[config.mk]
export PLATFORM = sky130hd
export DESIGN_NAME = epu_dma
export DESIGN_NICKNAME = d
export VERILOG_FILES = /design/src/rtl/epu_dma.sv
export SDC_FILE = /design/constraint.sdc
export NUM_CORES = 1
export LEC_CHECK = 0
export ABC_AREA = 1
export CAP_MARGIN = 30
export CORE_MARGIN = 4
export CORE_UTILIZATION = 35
export DETAILED_ROUTE_END_ITERATION = 16
export HOLD_SLACK_MARGIN = 0.06
export MAX_ROUTING_LAYER = met4
export PLACE_DENSITY = 0.52
export SLEW_MARGIN = 25
export SYNTH_ARGS = -nofsm -noshare
export SYNTH_HDL_FRONTEND = slang
export SYNTH_SLANG_ARGS = --single-unit
[constraint.sdc]
create_clock -name clk -period 3.6 [get_ports clk]
set_input_delay 0.54 -clock clk [delete_from_list [all_inputs] [get_ports clk]]
set_output_delay 0.54 -clock clk [all_outputs]
set_load 0.005 [all_outputs]
[src/rtl/epu_dma.sv]
// epu_dma: single-channel AXI master that copies a word-aligned block from
// system memory into EPU space in INCR bursts of up to BURST_MAX beats.
// Ports: cfg_* CPU register port; busy_o/dmaint_o status;
//        ar/r/aw/w/b AXI master channels (rid/bid are ignored).
module epu_dma #(
    parameter logic [3:0] AXI_ID    = 4'h0,
    parameter int         BURST_MAX = 16
) (
    input  logic        clk,
    input  logic        rst,
    input  logic        cfg_we,
    input  logic [3:0]  cfg_addr,
    input  logic [31:0] cfg_wdata,
    output logic [31:0] cfg_rdata,
    output logic        busy_o,
    output logic        dmaint_o,
    output logic [31:0] araddr,
    output logic [3:0]  arlen,
    output logic [2:0]  arsize,
    output logic [1:0]  arburst,
    output logic [3:0]  arid,
    output logic        arvalid,
    input  logic        arready,
    input  logic [31:0] rdata,
    input  logic [1:0]  rresp,
    input  logic        rlast,
    input  logic        rvalid,
    input  logic [3:0]  rid,
    output logic        rready,
    output logic [31:0] awaddr,
    output logic [3:0]  awlen,
    output logic [2:0]  awsize,
    output logic [1:0]  awburst,
    output logic [3:0]  awid,
    output logic        awvalid,
    input  logic        awready,
    output logic [31:0] wdata,
    output logic [3:0]  wstrb,
    output logic        wlast,
    output logic        wvalid,
    input  logic        wready,
    input  logic [1:0]  bresp,
    input  logic        bvalid,
    input  logic [3:0]  bid,
    output logic        bready
);

    localparam int         IW   = (BURST_MAX > 1) ? $clog2(BURST_MAX) : 1;
    localparam logic [4:0] BMAX = 5'(BURST_MAX);

    typedef enum logic [2:0] {
        S_IDLE, S_CHK, S_AR, S_R, S_AW, S_W, S_B, S_DONE
    } state_e;

    state_e      state_q, state_d;
    logic [31:0] src_q, src_d, dst_q, dst_d;
    logic [15:0] len_q, len_d;
    logic [31:0] cur_src_q, cur_src_d, cur_dst_q, cur_dst_d;
    logic [15:0] remain_q, remain_d;
    logic [4:0]  blen_q, blen_d;
    logic [4:0]  cnt_q, cnt_d;
    logic        err_q, err_d, int_q, int_d;
    logic [31:0] mem_q [BURST_MAX];

    logic        wr_ctrl;
    logic [4:0]  blen_m1;
    logic [15:0] rem_nxt;
    logic [31:0] step;
    logic        unused_ok;

    function automatic logic [4:0] blen_of(input logic [15:0] r);
        if (r < 16'(BURST_MAX)) return r[4:0];
        return BMAX;
    endfunction

    assign wr_ctrl   = cfg_we && (cfg_addr == 4'hC);
    assign blen_m1   = blen_q - 5'd1;
    assign rem_nxt   = remain_q - {11'b0, blen_q};
    assign step      = {25'b0, blen_q, 2'b00};
    assign unused_ok = ^{rid, bid, blen_m1[4]};

    always_comb begin
        state_d   = state_q;
        src_d     = src_q;
        dst_d     = dst_q;
        len_d     = len_q;
        cur_src_d = cur_src_q;
        cur_dst_d = cur_dst_q;
        remain_d  = remain_q;
        blen_d    = blen_q;
        cnt_d     = cnt_q;
        err_d     = err_q;
        int_d     = int_q;

        if (cfg_we && state_q == S_IDLE) begin
            case (cfg_addr)
                4'h0:    src_d = cfg_wdata;
                4'h4:    dst_d = cfg_wdata;
                4'h8:    len_d = cfg_wdata[15:0];
                default: ;
            endcase
        end
        // Clear happens before any start in the same write.
        if (wr_ctrl && cfg_wdata[1]) begin
            err_d = 1'b0;
            int_d = 1'b0;
        end

        unique case (state_q)
            S_IDLE: begin
                if (wr_ctrl && cfg_wdata[0]) begin
                    cur_src_d = src_q;
                    cur_dst_d = dst_q;
                    remain_d  = len_q;
                    state_d   = S_CHK;
                end
            end
            S_CHK: begin
                // 64-byte alignment keeps a 16-beat burst inside one 4 KB page.
                if (cur_src_q[5:0] != 6'd0 || cur_dst_q[5:0] != 6'd0) begin
                    err_d   = 1'b1;
                    state_d = S_DONE;
                end else if (remain_q == 16'd0) begin
                    state_d = S_DONE;
                end else begin
                    blen_d  = blen_of(remain_q);
                    cnt_d   = 5'd0;
                    state_d = S_AR;
                end
            end
            S_AR: begin
                if (arready) state_d = S_R;
            end
            S_R: begin
                if (rvalid) begin
                    cnt_d = cnt_q + 5'd1;
                    if (rresp != 2'b00) err_d = 1'b1;
                    if (rlast || cnt_q == blen_m1) begin
                        // Early rlast: still write blen beats, flag it.
                        if (cnt_q != blen_m1) err_d = 1'b1;
                        cnt_d   = 5'd0;
                        state_d = S_AW;
                    end
                end
            end
            S_AW: begin
                if (awready) state_d = S_W;
            end
            S_W: begin
                if (wready) begin
                    cnt_d = cnt_q + 5'd1;
                    if (cnt_q == blen_m1) state_d = S_B;
                end
            end
            S_B: begin
                if (bvalid) begin
                    if (bresp != 2'b00) err_d = 1'b1;
                    cur_src_d = cur_src_q + step;
                    cur_dst_d = cur_dst_q + step;
                    remain_d  = rem_nxt;
                    if (rem_nxt == 16'd0) begin
                        state_d = S_DONE;
                    end else begin
                        blen_d  = blen_of(rem_nxt);
                        cnt_d   = 5'd0;
                        state_d = S_AR;
                    end
                end
            end
            S_DONE: begin
                int_d   = 1'b1;
                state_d = S_IDLE;
            end
        endcase
    end

    always_ff @(posedge clk) begin
        if (rst) begin
            state_q   <= S_IDLE;
            src_q     <= '0;
            dst_q     <= '0;
            len_q     <= '0;
            cur_src_q <= '0;
            cur_dst_q <= '0;
            remain_q  <= '0;
            blen_q    <= '0;
            cnt_q     <= '0;
            err_q     <= 1'b0;
            int_q     <= 1'b0;
            for (int i = 0; i < BURST_MAX; i++) mem_q[i] <= '0;
        end else begin
            state_q   <= state_d;
            src_q     <= src_d;
            dst_q     <= dst_d;
            len_q     <= len_d;
            cur_src_q <= cur_src_d;
            cur_dst_q <= cur_dst_d;
            remain_q  <= remain_d;
            blen_q    <= blen_d;
            cnt_q     <= cnt_d;
            err_q     <= err_d;
            int_q     <= int_d;
            if (state_q == S_R && rvalid) mem_q[cnt_q[IW-1:0]] <= rdata;
        end
    end

    // Address/control fields are zeroed outside their valid phase.
    assign arvalid  = (state_q == S_AR);
    assign araddr   = arvalid ? cur_src_q : '0;
    assign arlen    = arvalid ? blen_m1[3:0] : '0;
    assign arsize   = arvalid ? 3'b010 : '0;
    assign arburst  = arvalid ? 2'b01 : '0;
    assign arid     = AXI_ID;
    assign rready   = (state_q == S_R);
    assign awvalid  = (state_q == S_AW);
    assign awaddr   = awvalid ? cur_dst_q : '0;
    assign awlen    = awvalid ? blen_m1[3:0] : '0;
    assign awsize   = awvalid ? 3'b010 : '0;
    assign awburst  = awvalid ? 2'b01 : '0;
    assign awid     = AXI_ID;
    assign wvalid   = (state_q == S_W);
    assign wdata    = wvalid ? mem_q[cnt_q[IW-1:0]] : '0;
    assign wstrb    = wvalid ? 4'hF : '0;
    assign wlast    = wvalid && (cnt_q == blen_m1);
    assign bready   = (state_q == S_B);
    assign busy_o   = (state_q != S_IDLE);
    assign dmaint_o = int_q;

    always_comb begin
        cfg_rdata = '0;
        case (cfg_addr)
            4'h0:    cfg_rdata = src_q;
            4'h4:    cfg_rdata = dst_q;
            4'h8:    cfg_rdata = {16'b0, len_q};
            4'hC:    cfg_rdata = {29'b0, err_q, busy_o, int_q};
            default: cfg_rdata = '0;
        endcase
    end

endmodule

Yosys cells after proc, flatten, opt, wreduce, memory -nomap -nowiden
Memory sizes are Yosys's and may differ from the RTL's. A register that Yosys moved wholly into a read port is not among the register bits. Index checks and enable logic that the tools add are counted.

Flip-flop bits (word level): 175. Word-level logic and storage cells: 149. Memories kept: 1. RAM bits: 512. Input port bits: 89.

Memory list: mem_q (words 16, width 32, read ports 1, clocked after memory_dff 1, write ports 16, line 63) `logic [31:0] mem_q [BURST_MAX];`.

Mux-type cells: 78. $add $sub $neg: 5. Equality and inequality tests: 23. Order comparisons: 2. Reductions and logical operators: 29.

Operators by type and width (number): $mux W32 (8); $pmux W32 S2 (2); $pmux W32 S4 (1); $mux W5 (15); $add A32 B7 Y32 (2); $mux W3 (11); $logic_not A16 Y1 (2); $lt A16 B5 Y1 const B (2); $mux W16 (2); $pmux W16 S2 (1); $reduce_or A32 Y1 (1); $mux W1 (26); $mux W4 (6); $pmux W3 S8 (1); $pmux W5 S4 (1); $sub A16 B5 Y16 (1); $eq A3 B3 Y1 const B (4); $ne A2 B1 Y1 const B (6); $reduce_bool A6 Y1 (2); $ne A2 B2 Y1 const B (5); $pmux W5 S2 (1); $reduce_bool A2 Y1 (5); $eq A4 B4 Y1 const B (2); $reduce_and A8 Y1 (1); 19 further kinds (29).

Logic depth before layout (Yosys ltp)
Word-level depth: 10. Gate-level depth with buffers: 20. Mapped depth without buffers: 20.

Worst setup path after synthesis
OpenSTA, ideal clock, no wires.

Kind: register to register. From: reg state_q[0]. To: mem mem_q[0][0] (enable). Arrival time: 2392 ps. Cell stages (with the launch flop): 11. Setup slack: 819 ps. Setup time: 389 ps. Cell sequence: dfxtp_1 -> ha_1 -> inv_1 -> nor2_2 -> nand2_1 -> nor2_1 -> inv_1 -> nor2_1 -> nand2_1 -> clkbuf_1 -> nand2_1.

RTL lines: from (decl) (line 55) `state_e state_q, state_d;`; from (signal assigned) (line 192) `state_q <= state_d;`; to (decl) (line 63).

==> results_dict.tcl <==
set metrics [dict create \
    outcome "finished clean" \
    cp-end-kind "primary output" \
    clockBufferDepth 3 \
    tightest_slew_ns 0.884 \
    fin_skew_ns 0.0235 \
    port_buffers 232 \
    whs_ns 0.290 \
    synth-edff-count 512 \
    min_path_type "in2reg" \
    ys_types 47 \
    slew_violations 0 \
    numCtsBuffers 80 \
    vias_per_cell 5.28 \
    clk_pin_slew_ns 0.06 \
    whs_endpoint "cnt_q[1]" \
    hp-start "rst" \
    critical_path_class "reg2out" \
    drc 0 \
    cts_root_buf "clkbuf_16" \
    grt_max_degree 90 \
    fmax_mhz 283 \
    period_minus_slack_ns 3.53 \
    maxCapViolCount 0 \
    syn_area_mm2 0.0331 \
    synth_seq_area_share_pct 57.3 \
    cts_tree "built" \
    hold_buffers 0 \
    ioPinCount 255 \
    grt_overflow 0 \
    power_density_mw_per_mm2 605 \
    relSlewSlack_pct 41.0 \
    drtIter0Drc 2515 \
    crit_chain "clkbuf_4, buf_6, o21ai_0, o221ai_1, nand3_1, a21oi_1, buf_4, clkdlybuf4s50_1" \
    grt_pass1_wl_mm 171 \
    setup_slack_ns 0.0722 \
    slowest_stage "clkdlybuf4s50_1" \
    startpoint_type "flip-flop" \
    critPathRequiredTime_ns 3.06 \
    final_antenna_net_count 0 \
    synth_flop_cell "edfxtp_1" \
    nNetsFinal 4023 \
    p_total_w 0.0241 \
    peakVddDrop_mv 0.353 \
    worstSkewPairLatency_ns 0.64 \
    ctsHtreeMaxLevel 3 \
    cts_sinks 691 \
    wl_mm 115 \
    diodes 0 \
    core_mm2 0.0936 \
    synth-async-reset-ratio_pct 0 \
    rr_worst_depth 15 \
    whs_path_depth 2 \
    synth-seq-cells 691 \
    p_leak_nw 14.4 \
    track_usage_pct 23.3 \
    dieArea_mm2 0.0996 \
    antenna_found_initial 1 \
    synth.avg_cell_area_um2 8.81 \
    timing.final.hold_violations 0 \
    n_fill_cell 9250 \
    dpl.hpwl_mm 71.8 \
    final.setup.tns_ns 0 \
    place_ws_ns 0.335 \
    syn_to_final_growth_pct 20.5 \
    rr_endpoint "cur_src_q[22]" \
    via_count 27577 \
    finalSetupViolations 0 \
    die_h_um 316 \
    postSynthCellCount 3756 \
    grt_pass1_vias 26875 \
    arrival_ns 2.99 \
    fin_cells 5222 \
    dp.cells 5069 \
    routedWlPerCell_um 22.0 \
    start_util_pct 35.4 \
    die_w_um 316 \
    rows 112 \
    cpPeakStageDelay_ns 0.51 \
    rsz0062_at_grt "true" \
    dr.pass1.iters 8 \
    crit_path_max_fanout 17 \
    ys_warn_count 0 \
    gp_congestion 0.916 \
    rrSetupSlack_ns 0.52 \
    post-route-period-util_pct 98.0 \
    final_layout_size_suffix_gt1_share_pct 8.17 \
    reg2reg_from "blen_q[1]" \
]
-- layer usage --
layer / GRT usage, % / share of wire (%) / vias to the layer above
li1: - / - / 13126
met1: 29.6 / 43 / 13352
met2: 39.0 / 49 / 889
met4: 6.76 / 3.1 / 0
met3: 3.28 / 5.3 / 210
met5: - / 0 / -
-- registers in the layout, summed over array words and instances (netlist names), 5 cells and up, named ones only --
register / flops
mem_q: 512
cur_dst_q: 32
cur_src_q: 32
dst_q: 32
src_q: 32
len_q: 16
remain_q: 16
blen_q: 5
cnt_q: 5
-- worst max-delay path, delay by kind of cell, from the launching register on --
kind	cells	cell delay (ns)
and+or+nand+nor	1	0.15
buffers and inverters	4	1.15
AOI/OAI and AO/OA	3	0.54
DFF	1	0.50
-- worst max path at each step --
stage | endpoint | slack, ns | depth (start not counted)
after CTS | wdata[16] | 0.01 | 8
after global placement | cfg_rdata[2] | 0.31 | 6
after floorplan | mem_q[0][0] | 0.82 | 10
after global routing | wdata[7] | -0.02 | 8
final | wdata[7] | 0.07 | 8
after detailed placement | cfg_rdata[2] | 0.34 | 6
-- logic make-up after synthesis --
kind of cell	Yosys count	share of synthesized area [%]
AND/OR/NAND/NOR	1557	18.8
AO/OA/AOI/OAI	892	15.4
flip-flops	691	57.3
buffers and inverters	563	6.73
adder cells (fa/ha/maj)	27	1.09
XOR/XNOR	25	0.661
other	1	0.0113
-- through the flow --
step / cell area [um^2] / utilization, %
global route: 39900 / 42.6
CTS: 39800 / 42.5
detailed placement: 37100 / 39.6
finish: 39900 / 42.6
global placement: 37100 / 39.6
floorplan: 33200 / -
-- synthesized netlist by cell type, types with 4 or more instances --
library cell	n	share of area, %
nor2_1	1000	11
edfxtp_1	512	46
o21ai_0	407	6.2
nand2_1	352	4.0
inv_1	254	2.9
clkbuf_1	248	2.8
a21oi_1	231	3.5
dfxtp_1	179	11
nand3_1	109	1.6
o221ai_1	97	2.6
o22ai_1	61	1.2
o211ai_1	59	1.3
nand4_1	31	0.59
nor3_1	30	0.45
ha_1	24	0.91
buf_4	22	0.50
o21ai_1	20	0.30
xor2_1	19	0.50
inv_2	14	0.16
buf_2	12	0.18
buf_1	10	0.11
nor4_1	7	0.13
or2_2	6	0.11
xnor2_1	6	0.16
nor2_2	5	0.094
a31oi_1	4	0.076
nor3_2	4	0.12
-- power breakdown --
group | internal (W) | switching [W] | leakage, nW
combinational | 0.00221 | 0.00436 | 6.49
clock | 0.00483 | 0.00341 | 1.25
sequential | 0.00899 | 0.000341 | 6.63
-- layout by cell type (no fill, tap or decap), types with 4 or more instances in the layout --
cell type / n
a21oi_1: 225
a21oi_2: 7
a31oi_1: 4
buf_12: 20
buf_16: 5
buf_4: 89
buf_6: 4
bufinv_16: 8
clkbuf_1: 20
clkbuf_16: 82
clkdlybuf4s50_1: 231
clkinv_1: 16
clkinv_2: 8
clkinvlp_4: 6
conb_1: 14
dfxtp_1: 173
edfxtp_1: 512
ha_1: 23
inv_1: 247
inv_2: 15
nand2_1: 321
nand2_2: 32
nand3_1: 105
nand3_2: 4
nand4_1: 31
nor2_1: 1000
nor2_2: 5
nor3_1: 30
nor3_2: 4
nor4_1: 7
o211ai_1: 59
o21ai_0: 407
o21ai_1: 20
o221ai_1: 97
o22ai_1: 61
or2_2: 6
xnor2_1: 6
xor2_1: 18
-- what timing repair did --
item | CTS | global route
buffers inserted | 4 | 5
endpoints found under the setup margin | 30 | 13
resized for setup | 10 | 12
-- final cells by class --
cell class / count / area (um^2) / area share, %
Multi-Input combinational cell: 2515 / 12100 / 30.4
Timing Repair Buffer: 351 / 3580 / 8.97
Inverter: 268 / 1030 / 2.58
Sequential cell: 691 / 19000 / 47.6
Clock buffer: 105 / 2170 / 5.44
Clock inverter: 38 / 447 / 1.12
Tap cell: 1254 / 1570 / 3.93
No activity file was read; power rests on OpenSTA's default activity.
